**config.mk**
```make
export PLATFORM = sky130hd
export DESIGN_NAME = lsu_ctrl
export DESIGN_NICKNAME = d
export VERILOG_FILES = /design/src/rtl/lsu_ctrl.sv
export SDC_FILE = /design/constraint.sdc
export NUM_CORES = 1
export LEC_CHECK = 0
export BUFFER_PORTS_ARGS = -buffer_cell sky130_fd_sc_hd__buf_2
export CORE_AREA = 5 5 121 123
export CTS_BUF_LIST = sky130_fd_sc_hd__clkbuf_4
export DETAILED_ROUTE_END_ITERATION = 16
export DIE_AREA = 0 0 126 128
export PLACE_DENSITY = 0.84
export SLEW_MARGIN = 5
export SYNTH_ARGS = -nofsm -noshare
export SYNTH_HDL_FRONTEND = slang
export SYNTH_SLANG_ARGS = --single-unit
```
**constraint.sdc**
```tcl
create_clock -name clk -period 2.51 [get_ports clk]
set_clock_uncertainty 0.2 [all_clocks]
set_input_delay 0.3765 -clock clk [delete_from_list [all_inputs] [get_ports clk]]
set_output_delay 0.3765 -clock clk [all_outputs]
set_load 0.05 [all_outputs]
```
**src/rtl/lsu_ctrl.sv**
```systemverilog
// lsu_ctrl: single-outstanding load/store unit controller.
//
// Accepts one request at a time (IDLE), issues a single bus-aligned memory
// access with lane-shifted store data and byte enables (ACCESS), then returns
// a one-cycle completion with sign/zero-extended load data (RESP).
// Misaligned or illegal requests skip the memory and complete with resp_err.
// An access that sees no mem_ready for TIMEOUT cycles completes with resp_err.
//
// Ports
//   clk, reset             clock, asynchronous active-low reset
//   req_valid/req_ready    request handshake (req_ready == state is IDLE)
//   req_we, req_type       1=store / 0=load; 000 w, 001 h, 010 hu, 011 b, 100 bu, 101 d
//   req_addr, req_wdata    byte address, right-justified store data
//   resp_valid/_rdata/_err one-cycle completion, extended load data, error flag
//   mem_en/_addr/_wdata/_wea  memory request, aligned address, shifted data, byte enables
//   mem_rdata, mem_ready   memory response
//   busy                   state is not IDLE
module lsu_ctrl #(
    parameter int DATA_W  = 32,
    parameter int ADDR_W  = 32,
    parameter int TIMEOUT = 16
) (
    input  logic                clk,
    input  logic                reset,
    input  logic                req_valid,
    output logic                req_ready,
    input  logic                req_we,
    input  logic [2:0]          req_type,
    input  logic [ADDR_W-1:0]   req_addr,
    input  logic [DATA_W-1:0]   req_wdata,
    output logic                resp_valid,
    output logic [DATA_W-1:0]   resp_rdata,
    output logic                resp_err,
    output logic                mem_en,
    output logic [ADDR_W-1:0]   mem_addr,
    output logic [DATA_W-1:0]   mem_wdata,
    output logic [DATA_W/8-1:0] mem_wea,
    input  logic [DATA_W-1:0]   mem_rdata,
    input  logic                mem_ready,
    output logic                busy
);

    localparam int LANES = DATA_W / 8;
    localparam int OFF_W = $clog2(LANES);
    localparam logic [ADDR_W-1:0] ALIGN_MASK = ~(ADDR_W'(LANES - 1));

    typedef enum logic [1:0] {IDLE, ACCESS, RESP} state_t;

    state_t              state_q;
    logic [7:0]          cnt_q;
    logic                we_q;
    logic [2:0]          type_q;
    logic [OFF_W-1:0]    off_q;
    logic                resp_valid_q, resp_err_q, mem_en_q;
    logic [DATA_W-1:0]   resp_rdata_q, mem_wdata_q;
    logic [ADDR_W-1:0]   mem_addr_q;
    logic [LANES-1:0]    mem_wea_q;

    // Request decode (only consumed at the acceptance edge).
    logic [3:0]       size;
    logic             illegal, misal;
    logic [OFF_W-1:0] req_off;
    logic [LANES-1:0] size_mask;

    always_comb begin
        size    = 4'd4;
        illegal = 1'b0;
        case (req_type)
            3'b000:         size = 4'd4;
            3'b001, 3'b010: size = 4'd2;
            3'b011, 3'b100: size = 4'd1;
            3'b101: begin
                size    = 4'd8;
                illegal = (DATA_W == 32);
            end
            default:        illegal = 1'b1;
        endcase
        // size-1 wraps to 3'b111 for dword, giving the 8-byte alignment mask.
        misal   = (req_addr[2:0] & (size[2:0] - 3'd1)) != 3'd0;
        req_off = req_addr[OFF_W-1:0];
        for (int i = 0; i < LANES; i++) size_mask[i] = (i < int'(size));
    end

    // Load data extraction from the lane selected by the latched offset.
    logic [DATA_W-1:0] sh, ext;

    always_comb begin
        sh = mem_rdata >> {off_q, 3'b000};
        case (type_q)
            3'b000:  ext = DATA_W'(signed'(sh[31:0]));
            3'b001:  ext = DATA_W'(signed'(sh[15:0]));
            3'b010:  ext = DATA_W'(sh[15:0]);
            3'b011:  ext = DATA_W'(signed'(sh[7:0]));
            3'b100:  ext = DATA_W'(sh[7:0]);
            default: ext = sh;
        endcase
    end

    always_ff @(posedge clk or negedge reset) begin
        if (!reset) begin
            state_q      <= IDLE;
            cnt_q        <= '0;
            we_q         <= 1'b0;
            type_q       <= '0;
            off_q        <= '0;
            resp_valid_q <= 1'b0;
            resp_err_q   <= 1'b0;
            resp_rdata_q <= '0;
            mem_en_q     <= 1'b0;
            mem_addr_q   <= '0;
            mem_wdata_q  <= '0;
            mem_wea_q    <= '0;
        end else begin
            case (state_q)
                IDLE: if (req_valid) begin
                    we_q   <= req_we;
                    type_q <= req_type;
                    off_q  <= req_off;
                    cnt_q  <= '0;
                    if (illegal || misal) begin
                        state_q      <= RESP;
                        resp_valid_q <= 1'b1;
                        resp_err_q   <= 1'b1;
                        resp_rdata_q <= '0;
                    end else begin
                        state_q     <= ACCESS;
                        mem_en_q    <= 1'b1;
                        mem_addr_q  <= req_addr & ALIGN_MASK;
                        mem_wdata_q <= req_wdata << {req_off, 3'b000};
                        mem_wea_q   <= req_we ? (size_mask << req_off) : '0;
                    end
                end
                ACCESS: begin
                    cnt_q <= cnt_q + 8'd1;
                    // mem_ready wins over a timeout landing on the same edge.
                    if (mem_ready || cnt_q == 8'(TIMEOUT - 1)) begin
                        state_q      <= RESP;
                        mem_en_q     <= 1'b0;
                        mem_wea_q    <= '0;
                        resp_valid_q <= 1'b1;
                        resp_err_q   <= !mem_ready;
                        resp_rdata_q <= (mem_ready && !we_q) ? ext : '0;
                    end
                end
                RESP: begin
                    state_q      <= IDLE;
                    resp_valid_q <= 1'b0;
                    resp_err_q   <= 1'b0;
                end
                default: state_q <= IDLE;
            endcase
        end
    end

    assign req_ready  = (state_q == IDLE);
    assign busy       = (state_q != IDLE);
    assign resp_valid = resp_valid_q;
    assign resp_err   = resp_err_q;
    assign resp_rdata = resp_rdata_q;
    assign mem_en     = mem_en_q;
    assign mem_addr   = mem_addr_q;
    assign mem_wdata  = mem_wdata_q;
    assign mem_wea    = mem_wea_q;

endmodule

```
# ---- Yosys cells after proc, flatten, opt, wreduce, memory -nomap -nowiden
# Index checks and enable logic that the tools add are counted.
dict set report op_classes {
  addsub 2
  shifts 3
  n_reduce_logical 21
  magnitude_cmp 4
  n_eq_ne 16
  n_mux 29
  bitwise_logic 2
}
# cell n
set ops {}
lappend ops {{two-way mux 32 bit} 4}
lappend ops {{one-hot mux 32 bit (4 select lines)} 1}
lappend ops {{one-hot mux 32 bit (2 select lines)} 1}
lappend ops {{<< shifter 32 x 5 -> 32 bit} 1}
lappend ops {{>> shifter 32 x 5 -> 32 bit} 1}
lappend ops {{two-way mux 4 bit} 4}
lappend ops {{one-hot mux 8 bit (2 select lines)} 1}
lappend ops {{equality test 3 x 2 -> 1 bit, second input constant} 4}
lappend ops {{one-hot mux 4 bit (3 select lines)} 1}
lappend ops {{AND reduction 4 bit} 3}
lappend ops {{equality test 3 bit, second input constant} 3}
lappend ops {{adder 8 x 1 -> 8 bit, second input constant} 1}
lappend ops {{equality test 8 x 4 -> 1 bit, second input constant} 1}
lappend ops {{< comparator 1 x 4 -> 1 bit, first input constant} 2}
lappend ops {{< comparator 2 x 4 -> 1 bit, first input constant} 2}
lappend ops {{two-way mux 1 bit} 8}
lappend ops {{two-way mux 8 bit} 1}
lappend ops {{one-hot mux 4 bit (2 select lines)} 1}
lappend ops {{equality test 3 x 1 -> 1 bit, second input constant} 2}
lappend ops {{two-way mux 2 bit} 3}
lappend ops {{!= test 2 bit, second input constant} 3}
lappend ops {{one-hot mux 1 bit (3 select lines)} 2}
lappend ops {{AND reduction 2 bit} 3}
lappend ops {{nonzero test 3 bit} 2}
lappend ops {{other kinds (18)} 22}
dict set report totals {
  ff_bits 117
  out_inout_bits 105
  wordCells 89
}

# ---- Longest topological paths before layout
# Gate-level depths: netlist (run 1).
dict set report logic_depth {
  word_depth 10
  ltp_mapped 12
  mapped_depth_nobuf 9
}

# ---- Least setup slack after synthesis (run 1)
# No wires, ideal clock.
dict set report synth_path {
  path_kind {flip-flop to flip-flop}
  start {register state_q[1]}
  end {register mem_addr_q[10], in the netlist mem_addr[10]}
  path_stages_with_launch 7
  setup_ps 128
  arrival_ps 2295
  period_less_slack_ps 2622
  required_ps 2182
  slack_ps -112
  path_cell_list {dfrtp_1 -> nor2_1 -> and2_1 -> clkbuf_1 -> o311ai_4 -> buf_6 -> mux2_1}
}
dict set report synth_between {
  elab_chain_len 2
}
# item line_no
set synth_rtl {}
lappend synth_rtl {{start, declared} 49} ;# state_t state_q;
lappend synth_rtl {{start signal, assigned} 101} ;# state_q <= IDLE;
lappend synth_rtl {{start signal, assigned} 121} ;# state_q <= RESP;
lappend synth_rtl {{start signal, assigned} 126} ;# state_q <= ACCESS;
lappend synth_rtl {{logical NOT 2 bit} --}
lappend synth_rtl {{via req_ready} 26} ;# output logic req_ready,
lappend synth_rtl {{AND reduction 3 bit (no line)} --}
lappend synth_rtl {{end signal, assigned} 128} ;# mem_addr_q <= req_addr & ALIGN_MASK;
lappend synth_rtl {{end, declared} 56} ;# logic [ADDR_W-1:0] mem_addr_q;
# The timed path passes the listed nets, and every way through them passes these cells.
# A chain may end at the register's enable or synchronous reset.

# ---- Worst setup path in the final report (run 1)
dict set report layout_path {
  start {register cnt_q[0]}
  end {register mem_wea_q[1], in the netlist mem_wea[1]}
}
dict set report layout_between {
  elab_chain_len 4
}
# item line_no
set layout_rtl {}
lappend layout_rtl {{start, declared} 50} ;# logic [7:0] cnt_q;
lappend layout_rtl {{start signal, assigned} 134} ;# cnt_q <= cnt_q + 8'd1;
lappend layout_rtl {{equality test 8 x 4 -> 1 bit} 136} ;# if (mem_ready || cnt_q == 8'(TIMEOUT - 1)) begin
lappend layout_rtl {{logical OR 1 bit} 136}
lappend layout_rtl {{!= test 2 bit (no line)} --}
lappend layout_rtl {{AND reduction 4 bit (no line)} --}
lappend layout_rtl {{end signal, assigned} 130} ;# mem_wea_q <= req_we ? (size_mask << req_off) : '0;
lappend layout_rtl {{end, declared} 57} ;# logic [LANES-1:0] mem_wea_q;
# Every way passes these cells.

==> impl_metrics.csv, run 1 <==
group,metric,value,unit
placed_design,numPortBuffers,206,
clock_network,root_buffer,"clkbuf_4",
route,drc,0,
clock_network,cts_sinks,117,
power_and_ir_drop,power_frac_comb,0.496,
yosys,netlist_area,5860,µm²
yosys,seq_area_frac_synth,0.500,
yosys,postSynthAreaPerCell,10.7,µm²
power_and_ir_drop,pwr-share-seq,0.327,
status,status,"complete, no violations",
flow_run,drv_cap,0,
worst_setup_path,worst_ep_required_time,2.74,ns
yosys,ys_types,51,
timing,finalHoldViolCount,0,
clock_network,cts_buffer_depth,2,
power_and_ir_drop,swShare,0.484,
worst_setup_path,crit_path_start_kind,"register",
yosys,synth_enable_flop_cells,0,
global_routing,grt_pass1_wl,28.1,mm
power_and_ir_drop,leakagePower,4.07,nW
final_layout,multi_input_area,2710,µm²
power_and_ir_drop,p_int,4.48,mW
placed_design,gp_congestion,0.888,
route,via_per_inst,5.26,
route,drt_pre_antenna_iters,4,
timing,fin_crit,2.33,ns
clock_network,clock_latency,0.54,ns
final_layout,final_common_cell,"buf_2",
timing,fin_ws,0.180,ns
die,rows,43,
final_layout,register_area,2930,µm²
worst_setup_path,worstSetupEndpointType,"register",
final_layout,area_growth,39.0,%
timing,worst_slew_pin_slew,0.667,ns
yosys,yosys_warnings,0,
global_routing,grt_max_degree,118,
die,ios,209,
final_layout,nNetsFinal,936,
timing,fmax,429,MHz
global_routing,grt_pass1_vias,5538,
yosys,yosys_register_bits,117,
worst_setup_path,startpoint,"cnt_q[0]$_DFFE_PN0P_",
route,drtAntennaViolNets,0,
timing,fin_tns_setup,0,ns
global_routing,track_usage,0.218,
timing,whs,0.0602,ns
final_layout,drive_above_1_share,0.386,
global_routing,overflow,0,
global_routing,grt_use_met1,0.255,
power_and_ir_drop,clock_power_share,0.176,
placed_design,place_area,7210,µm²
final_layout,n_antenna_cell,0,
clock_network,clkTransAtPathRegs,0.10,ns
placed_design,post-place-ws,-0.157,ns
hold_path,hold_class,"in -> reg",
global_routing,top_usage_layer,"met2",
worst_setup_path,crit_arrival,2.56,ns
die,core,13600,µm²
placed_design,dp_hpwl,12.0,mm
timing,setup_violations,0,
die,die_y,128,µm
worst_setup_path,rr_startpoint,"cnt_q[0]$_DFFE_PN0P_",
route,first_iter_violations,288,
global_routing,use_met3,0.0625,
yosys,netlist_instances,549,
final_layout,fillCellCount,1111,
route,via_count,5375,
timing,slew_violations,0,
global_routing,antenna_found_initial,1,
global_routing,use_met2,0.371,
clock_network,postCtsSetupBuffers,0,
timing,period_share,0.928,
power_and_ir_drop,peakVddDrop,0.000785,V
power_and_ir_drop,switchingPower,4.20,mW
power_and_ir_drop,p_per_area,1070,nW/µm²
hold_path,min_from,"req_type[1]",
route,wire_per_inst,17.1,µm
timing,rsz0062_at_grt,"no",
worst_setup_path,crit_type,"reg -> reg",
final_layout,final_cell_mix,"205 x buf_2, 117 x dfrtp_1, 65 x nand2_1, 60 x dlygate4sd3_1, 50 x mux2_2",
power_and_ir_drop,power,8.68,mW
final_layout,design_area,8140,µm²
route,routed_wl,17.5,mm
worst_setup_path,critPathMaxFanout,4,
yosys,synth-async-reset-ratio,1.00,
clock_network,htree_num_levels,4,
yosys,synth-main-ff-cell,"dfrtp_1",
clock_network,cts_buffers,17,
die,fp.dieW,126,µm
timing,slew_headroom,0.552,
die,start_util,0.432,
clock_network,cts_tree,"built",
die,die_area,16100,µm²
==> metrics by stage <==
| step | util | std cells |
|---|---|---|
| 6_report | 0.600 | 1021 |
| 2_1_floorplan | - | 550 |
| 5_1_grt | 0.600 | 1021 |
| 4_1_cts | 0.600 | 1021 |
| 3_3_place_gp | 0.532 | 929 |
| 3_5_place_dp | 0.532 | 929 |
==> power groups by stage <==
| stage | Combinational [mW] | Clock (mW) | Sequential [mW] |
|---|---|---|---|
| finish | 4.31 | 1.53 | 2.84 |
| global route | 4.57 | 1.67 | 2.91 |
| CTS | 4.31 | 1.58 | 2.83 |
| detailed placement | 4.23 | 0 | 2.87 |
| global placement | 4.18 | 0 | 2.84 |
| floorplan | 1.26 | 0 | 4.70 |
==> final timing paths <==
check                                       endpoint  slack [ns]  cells past startpoint
setup / recovery              mem_wea[1]$_DFFE_PN0P_        0.18                      6
hold / removal                 type_q[1]$_DFFE_PN0P_        0.06                      4
setup reg to reg              mem_wea[1]$_DFFE_PN0P_        0.18                      6
hold reg to reg            mem_wdata[16]$_DFFE_PN0P_        0.29                      2
max in group asynchronous   mem_wdata[8]$_DFFE_PN0P_        1.33                      3
min in group asynchronous    mem_addr[2]$_DFFE_PN0P_        0.25                      3
==> worst max-delay path: stages, from the launching register on <==
cell	delay, ns
dfrtp_1	0.42
ha_1	0.23
nand4b_1	0.11
nor4_1	0.38
o221a_2	0.34
o21a_1	0.22
mux2_2	0.35
==> cell usage after synthesis (3+ instances only) <==
master / number / area share
inv_1: 11 / 0.0070
mux2_2: 50 / 0.096
nand2_1: 65 / 0.042
o21ai_1: 3 / 0.0026
a21boi_0: 6 / 0.0077
a22o_1: 9 / 0.013
mux2i_1: 35 / 0.060
xor2_1: 5 / 0.0075
nor2_1: 21 / 0.013
mux2_1: 3 / 0.0058
a21oi_1: 31 / 0.026
o31ai_1: 8 / 0.010
xnor2_1: 4 / 0.0060
buf_1: 4 / 0.0026
nand2b_1: 3 / 0.0032
a211oi_1: 12 / 0.015
dfrtp_1: 117 / 0.50
ha_1: 4 / 0.0085
nor2b_1: 12 / 0.013
and2_1: 3 / 0.0032
o21ai_0: 45 / 0.038
buf_4: 7 / 0.0090
and3_1: 4 / 0.0043
a21o_1: 3 / 0.0038
buf_2: 8 / 0.0068
o211ai_1: 3 / 0.0038
clkbuf_1: 19 / 0.012
o2bb2ai_1: 21 / 0.031
nor3_1: 3 / 0.0026
==> cell families after synthesis <==
| logic type | count (synthesis) | share of synthesized area |
|---|---|---|
| multiplexers | 88 | 0.162 |
| XOR/XNOR | 9 | 0.0135 |
| other | 1 | 0.000640 |
| buffers and inverters | 50 | 0.0395 |
| adder cells (fa/ha/maj) | 4 | 0.00854 |
| flip-flops | 117 | 0.500 |
| AND/OR/NAND/NOR | 123 | 0.0961 |
| AO/OA/AOI/OAI | 157 | 0.180 |
==> per-layer routing <==
| layer | vias up | part of all wire |
|---|---|---|
| met5 | - | 0.00040 |
| met3 | 43 | 0.073 |
| met2 | 236 | 0.50 |
| li1 | 2545 | - |
| met4 | 2 | 0.033 |
| met1 | 2549 | 0.39 |
==> sequential cells by signal (all words and copies together), names as in the netlist <==
register and count:
mem_wdata 32, resp_rdata 32, mem_addr 30, cnt_q 8
mem_wea 4, type_q 3, off_q 2, state_q 2
mem_en 1, resp_err 1, resp_valid 1, we_q 1
==> cell type report <==
type | instances | share of cell area
Sequential cell | 117 | 0.360
Multi-Input combinational cell | 383 | 0.333
Timing Repair Buffer | 298 | 0.235
Tap cell | 180 | 0.0277
Clock inverter | 14 | 0.0227
Clock buffer | 18 | 0.0166
Inverter | 11 | 0.00507
==> timing repair <==
| action | CTS | global route |
|---|---|---|
| hold buffers | 60 | 0 |
| gates resized for setup | 0 | 1 |
| endpoints found under the hold margin | 185 | 0 |
| endpoints found under the setup margin | 0 | 8 |
Note: power is estimated with default switching activity, not from simulation.
==> run 2: changes to the inputs <==
CORE_AREA = 5 5 136 138   (was 5 5 121 123)
DIE_AREA = 0 0 141 143   (was 0 0 126 128)
PLACE_DENSITY = 0.71   (was 0.84)
==> run 2 against run 1 <==
Maximum frequency rose by 2.6%. Via count fell by 1.9%. Wire length fell by 0.54%. Clock-buffer cell count rose by 1. Critical endpoint is now mem_wea[3]$_DFFE_PN0P_. Global-route usage fell by 4.3 points. Sequential cell count did not move. Largest power group unchanged. Critical path depth rose by 1. Die area rose by 25%. Sequential share of layout area fell by 0.39 points. Final cell count rose by 4.7%. Critical path type unchanged.
==> impl_metrics.csv, run 2 (synthesis results as in run 1) <==
group,metric,value,unit
clock_network,cts_buffers,17,
die,core,17100,µm²
route,via_count,5275,
final_layout,final_common_cell,"buf_2",
global_routing,grt_pass1_vias,5421,
global_routing,antenna_found_initial,1,
clock_network,cts_sinks,117,
worst_setup_path,critPathMaxFanout,4,
power_and_ir_drop,swShare,0.483,
status,status,"complete, no violations",
die,die_y,143,µm
power_and_ir_drop,pwr-share-seq,0.324,
clock_network,postCtsSetupBuffers,0,
power_and_ir_drop,power_frac_comb,0.496,
power_and_ir_drop,power,8.70,mW
timing,rsz0062_at_grt,"no",
power_and_ir_drop,clock_power_share,0.180,
final_layout,area_growth,40.5,%
final_layout,fillCellCount,1550,
clock_network,clock_latency,0.52,ns
timing,period_share,0.905,
hold_path,hold_class,"in -> reg",
timing,slew_headroom,0.566,
flow_run,drv_cap,0,
die,rows,48,
die,fp.dieW,141,µm
power_and_ir_drop,peakVddDrop,0.000851,V
route,first_iter_violations,219,
worst_setup_path,crit_chain,"ha_1, nand4b_1, nor4_1, buf_4, o221a_2, o21a_1, mux2_2",
placed_design,gp_congestion,0.841,
timing,whs,0.0701,ns
final_layout,nNetsFinal,938,
worst_setup_path,crit_type,"reg -> reg",
die,die_area,20200,µm²
worst_setup_path,crit_arrival,2.48,ns
worst_setup_path,worstSetupEndpointType,"register",
final_layout,drive_above_1_share,0.391,
clock_network,clkTransAtPathRegs,0.11,ns
final_layout,register_area,2930,µm²
global_routing,track_usage,0.175,
global_routing,grt_max_degree,61,
worst_setup_path,slowest_delay,0.41,ns
placed_design,dp_hpwl,12.7,mm
timing,fin_tns_setup,0,ns
die,start_util,0.343,
final_layout,design_area,8230,µm²
global_routing,grt_pass1_wl,27.9,mm
clock_network,htree_num_levels,4,
placed_design,place_area,7310,µm²
final_layout,final_cell_mix,"205 x buf_2, 117 x dfrtp_1, 65 x nand2_1, 59 x dlygate4sd3_1, 50 x mux2_2",
timing,fin_crit,2.27,ns
route,drtAntennaViolNets,0,
timing,setup_violations,0,
route,wire_per_inst,16.2,µm
final_layout,multi_input_area,2710,µm²
clock_network,cts_tree,"built",
worst_setup_path,crit_path_start_kind,"register",
power_and_ir_drop,p_per_area,1060,nW/µm²
power_and_ir_drop,leakagePower,4.09,nW
timing,finalHoldViolCount,0,
global_routing,overflow,0,
route,drc,0,
route,routed_wl,17.4,mm
clock_network,cts_buffer_depth,2,
worst_setup_path,worst-path-buf-inv,1,
power_and_ir_drop,p_int,4.50,mW
route,via_per_inst,4.93,
die,ios,209,
power_and_ir_drop,switchingPower,4.20,mW
worst_setup_path,worst_ep_required_time,2.72,ns
worst_setup_path,slowest_stage,"dfrtp_1",
timing,slew_violations,0,
placed_design,numPortBuffers,206,
timing,fmax,440,MHz
route,drt_pre_antenna_iters,4,
timing,worst_slew_pin_slew,0.650,ns
clock_network,root_buffer,"clkbuf_4",
worst_setup_path,crit_family,"compound AO/OA/AOI/OAI gates",
worst_setup_path,r2r_slack,0.24,ns
## run 2: changes by cell type in the layout (fill, tap and decap cells not counted)
cell           previous run  this run
buf_12                    3         4
buf_4                    30        32
clkbuf_4                 18        19
clkinv_2                  2         3
diode_2                   0         1
clkinv_1                  2         0
dlygate4sd3_1            60        59
## run 2: repair_timing
action | 4_1_cts | 5_1_grt
hold endpoints to repair | 155 | 0
hold buffers | 59 | 0
setup endpoints to repair | 0 | 8
gates resized for setup | 0 | 1
## run 2: final timing paths
path | start | endpoint | cells past startpoint
setup / recovery | cnt_q[0]$_DFFE_PN0P_ | mem_wea[3]$_DFFE_PN0P_ | 7
hold / removal | mem_rdata[4] | resp_rdata[4]$_DFFE_PN0P_ | 4
setup reg to reg | cnt_q[0]$_DFFE_PN0P_ | mem_wea[3]$_DFFE_PN0P_ | 7
hold reg to reg | mem_wdata[0]$_DFFE_PN0P_ | mem_wdata[0]$_DFFE_PN0P_ | 2
max in group asynchronous | reset | mem_wdata[10]$_DFFE_PN0P_ | 3
min in group asynchronous | reset | resp_rdata[0]$_DFFE_PN0P_ | 2
## run 2: tightest hold or removal path, stage by stage
cell	delay [ns]
buf_2	0.07
mux2_2	0.13
o21ai_0	0.06
o2bb2ai_1	0.11
## run 2: metrics by stage
stage	utilization	setup WS (ns)	std cells
floorplan	-	0.0192	550
global placement	0.428	-0.0670	977
detailed placement	0.428	-0.204	977
CTS	0.482	0.0544	1068
global route	0.482	0.138	1069
finish	0.482	0.239	1069
## run 2: per-layer routing
| layer | track usage | wire length [µm] | vias to the layer above |
|---|---|---|---|
| li1 | - | - | 2546 |
| met1 | 0.214 | 7400 | 2496 |
| met2 | 0.289 | 8230 | 209 |
| met3 | 0.0563 | 1380 | 24 |
| met4 | 0.0668 | 344 | 0 |
| met5 | 0 | 0 | - |
## run 2: area by class of cell
class,count,share of cell area
Sequential cell,117,0.356
Multi-Input combinational cell,383,0.330
Timing Repair Buffer,300,0.235
Tap cell,225,0.0342
Clock inverter,13,0.0222
Clock buffer,19,0.0173
Inverter,11,0.00502
Antenna cell,1,0.000304
## run 2: power groups by stage
stage	Combinational [mW]	Clock, mW	Sequential (mW)
2_1_floorplan	1.26	0	4.70
3_3_place_gp	4.22	0	2.83
3_5_place_dp	4.27	0	2.84
4_1_cts	4.34	1.64	2.82
5_1_grt	4.58	1.71	2.91
6_report	4.31	1.57	2.82
==> run 3: changes to the inputs <==
BUFFER_PORTS_ARGS = not set   (was -buffer_cell sky130_fd_sc_hd__buf_2)
DONT_BUFFER_PORTS = 1   (was not set)
GPL_TIMING_DRIVEN = 0   (was not set)
PLACE_DENSITY = 0.6   (was 0.71)
SKIP_LAST_GASP = 1   (was not set)
==> run 3 against run 2 <==
The run now ends with hold timing left. Sequential cell count unchanged. Final cell count decreased by 16%. Via count shrank 8.0%. Final area decreased by 10%. Register-to-register slack lost 0.15 ns. Wire length rose by 5.6%. First-iteration DRC count rose by 44%. Maximum frequency decreased by 8.4%. Hold slack worse by 0.74 ns. Critical endpoint is now resp_valid$_DFFE_PN0P_.
==> impl_metrics.csv, run 3 (synthesis results as in run 1) <==
group,metric,value,unit
status,status,"complete, but fails checks",
status,violations,"hold timing",
die,fp.dieW,141,µm
final_layout,final_cell_mix,"117 x dfrtp_1, 88 x dlygate4sd3_1, 65 x nand2_1, 50 x mux2_2, 45 x o21ai_0",
global_routing,antenna_found_initial,1,
timing,setup_violations,0,
clock_network,cts_sinks,117,
worst_setup_path,startpoint,"req_type[1]",
placed_design,numPortBuffers,0,
clock_network,cts_tree,"built",
power_and_ir_drop,clock_power_share,0.174,
worst_setup_path,rr_startpoint,"cnt_q[0]$_DFFE_PN0P_",
global_routing,track_usage,0.182,
worst_setup_path,crit_chain,"clkbuf_2, nor2b_1, a21oi_2, inv_1, ha_1, nand2b_1, o311a_1, o31ai_2, a211oi_1, nor2_1, dlygate4sd3_1",
clock_network,postCtsHoldBufs,88,
die,die_y,143,µm
timing,fin_tns_setup,0,ns
final_layout,drive_above_1_share,0.167,
placed_design,dp_hpwl,12.8,mm
worst_setup_path,reg2regPathDepth,7,
power_and_ir_drop,p_per_area,1080,nW/µm²
timing,finalHoldViolCount,117,
die,core,17100,µm²
worst_setup_path,slowest_stage,"dlygate4sd3_1",
final_layout,fillCellCount,1635,
timing,fin_crit,2.48,ns
clock_network,clock_latency,0.52,ns
global_routing,grt_pass1_wl,28.9,mm
clock_network,clkTransAtPathRegs,0.12,ns
die,ios,209,
placed_design,gp_congestion,0.854,
route,routed_wl,18.3,mm
timing,period_share,0.988,
route,drt_pre_antenna_iters,6,
route,drc,0,
final_layout,nNetsFinal,767,
worst_setup_path,worstSetupEndpointType,"register",
timing,whs,-0.667,ns
clock_network,htree_num_levels,4,
global_routing,grt_pass1_vias,5324,
power_and_ir_drop,peakVddDrop,0.000654,V
power_and_ir_drop,leakagePower,3.22,nW
route,first_iter_violations,315,
timing,slew_headroom,0.516,
route,wire_per_inst,20.4,µm
timing,slew_violations,0,
final_layout,area_growth,25.9,%
final_layout,final_util,0.433,
timing,rsz0062_at_grt,"yes",
die,die_area,20200,µm²
worst_setup_path,worst_ep_required_time,2.71,ns
flow_run,drv_cap,0,
power_and_ir_drop,switchingPower,4.13,mW
worst_setup_path,crit_arrival,2.68,ns
timing,fmax,403,MHz
worst_setup_path,slowest_delay,0.56,ns
hold_path,hold_class,"in -> async",
clock_network,root_buffer,"clkbuf_4",
route,drtAntennaViolNets,0,
global_routing,overflow,0,
timing,worst_slew_pin_slew,0.726,ns
worst_setup_path,critPathMaxFanout,10,
route,via_per_inst,5.41,
final_layout,final_common_cell,"dfrtp_1",
route,via_count,4853,
power_and_ir_drop,pwr-share-seq,0.609,
power_and_ir_drop,p_int,3.84,mW
global_routing,grt_max_degree,118,
power_and_ir_drop,swShare,0.518,
clock_network,cts_buffers,17,
worst_setup_path,crit_path_start_kind,"input pin",
die,start_util,0.343,
die,rows,48,
clock_network,cts_buffer_depth,2,
worst_setup_path,crit_type,"in -> reg",
power_and_ir_drop,power_frac_comb,0.218,
-- run 3: layout make-up --
cell class / count / area [µm²] / area share
antenna: 1 / 2.50 / 0.000339
multi-input combinational: 383 / 2750 / 0.373
clock buffer: 17 / 128 / 0.0173
sequential: 117 / 2930 / 0.397
tap: 225 / 282 / 0.0382
clock inverter: 14 / 154 / 0.0209
buffer: 38 / 190 / 0.0258
timing repair buffer: 91 / 903 / 0.122
inverter: 11 / 41.3 / 0.00560
-- run 3: per-layer routing --
metal	up-vias	GRT usage	part of all wire	wire [µm]
met5	-	0	0	0
met4	0	0.0688	0.020	369
met3	22	0.0794	0.11	2090
met2	264	0.308	0.49	9020
met1	2373	0.204	0.37	6850
li1	2194	-	-	-
-- run 3: power groups by stage --
stage | registers [mW] | clock network [mW] | logic, mW
after global placement | 4.89 | 0 | 1.51
after CTS | 4.87 | 1.44 | 1.71
final | 4.86 | 1.39 | 1.73
after floorplan | 4.70 | 0 | 1.26
after detailed placement | 4.89 | 0 | 1.56
after global routing | 4.94 | 1.53 | 1.92
-- run 3: worst max-delay path: cells and delay by family --
family / cells / cell delay (ns)
buf+inv: 3 / 0.81
fa+ha+maj: 1 / 0.26
compound gates: 4 / 0.85
simple gates: 3 / 0.37
-- run 3: repair_timing --
action,CTS,global route
setup buffers,0,3
pin swaps,0,1
hold endpoints to repair,212,117
endpoints found under the setup margin,73,38
gates resized for setup,4,4
-- run 3: stage by stage --
stage / power, mW / worst slack [ns] / cells / cell area, µm² / hold WS [ns]
after global placement: 6.40 / -0.364 / 775 / 6150 / -0.116
after floorplan: 5.96 / 0.0192 / 550 / 5870 / -0.119
final: 7.98 / 0.0298 / 897 / 7380 / -0.667
after detailed placement: 6.45 / -0.411 / 775 / 6150 / -0.116
after global routing: 8.38 / -0.00843 / 897 / 7380 / -0.767
after CTS: 8.02 / 0.00632 / 893 / 7330 / -0.734
-- run 3: path summary, 6_finish.rpt --
check,end,slack (ns)
worst max register to register,resp_valid$_DFFE_PN0P_,0.09
worst min register to register,we_q$_DFFE_PN0P_,0.32
worst min-delay path,mem_addr[3]$_DFFE_PN0P_,-0.67
min in group clk,mem_wdata[19]$_DFFE_PN0P_,0.06
max in group asynchronous,cnt_q[2]$_DFFE_PN0P_,2.54
worst max-delay path,resp_valid$_DFFE_PN0P_,0.03
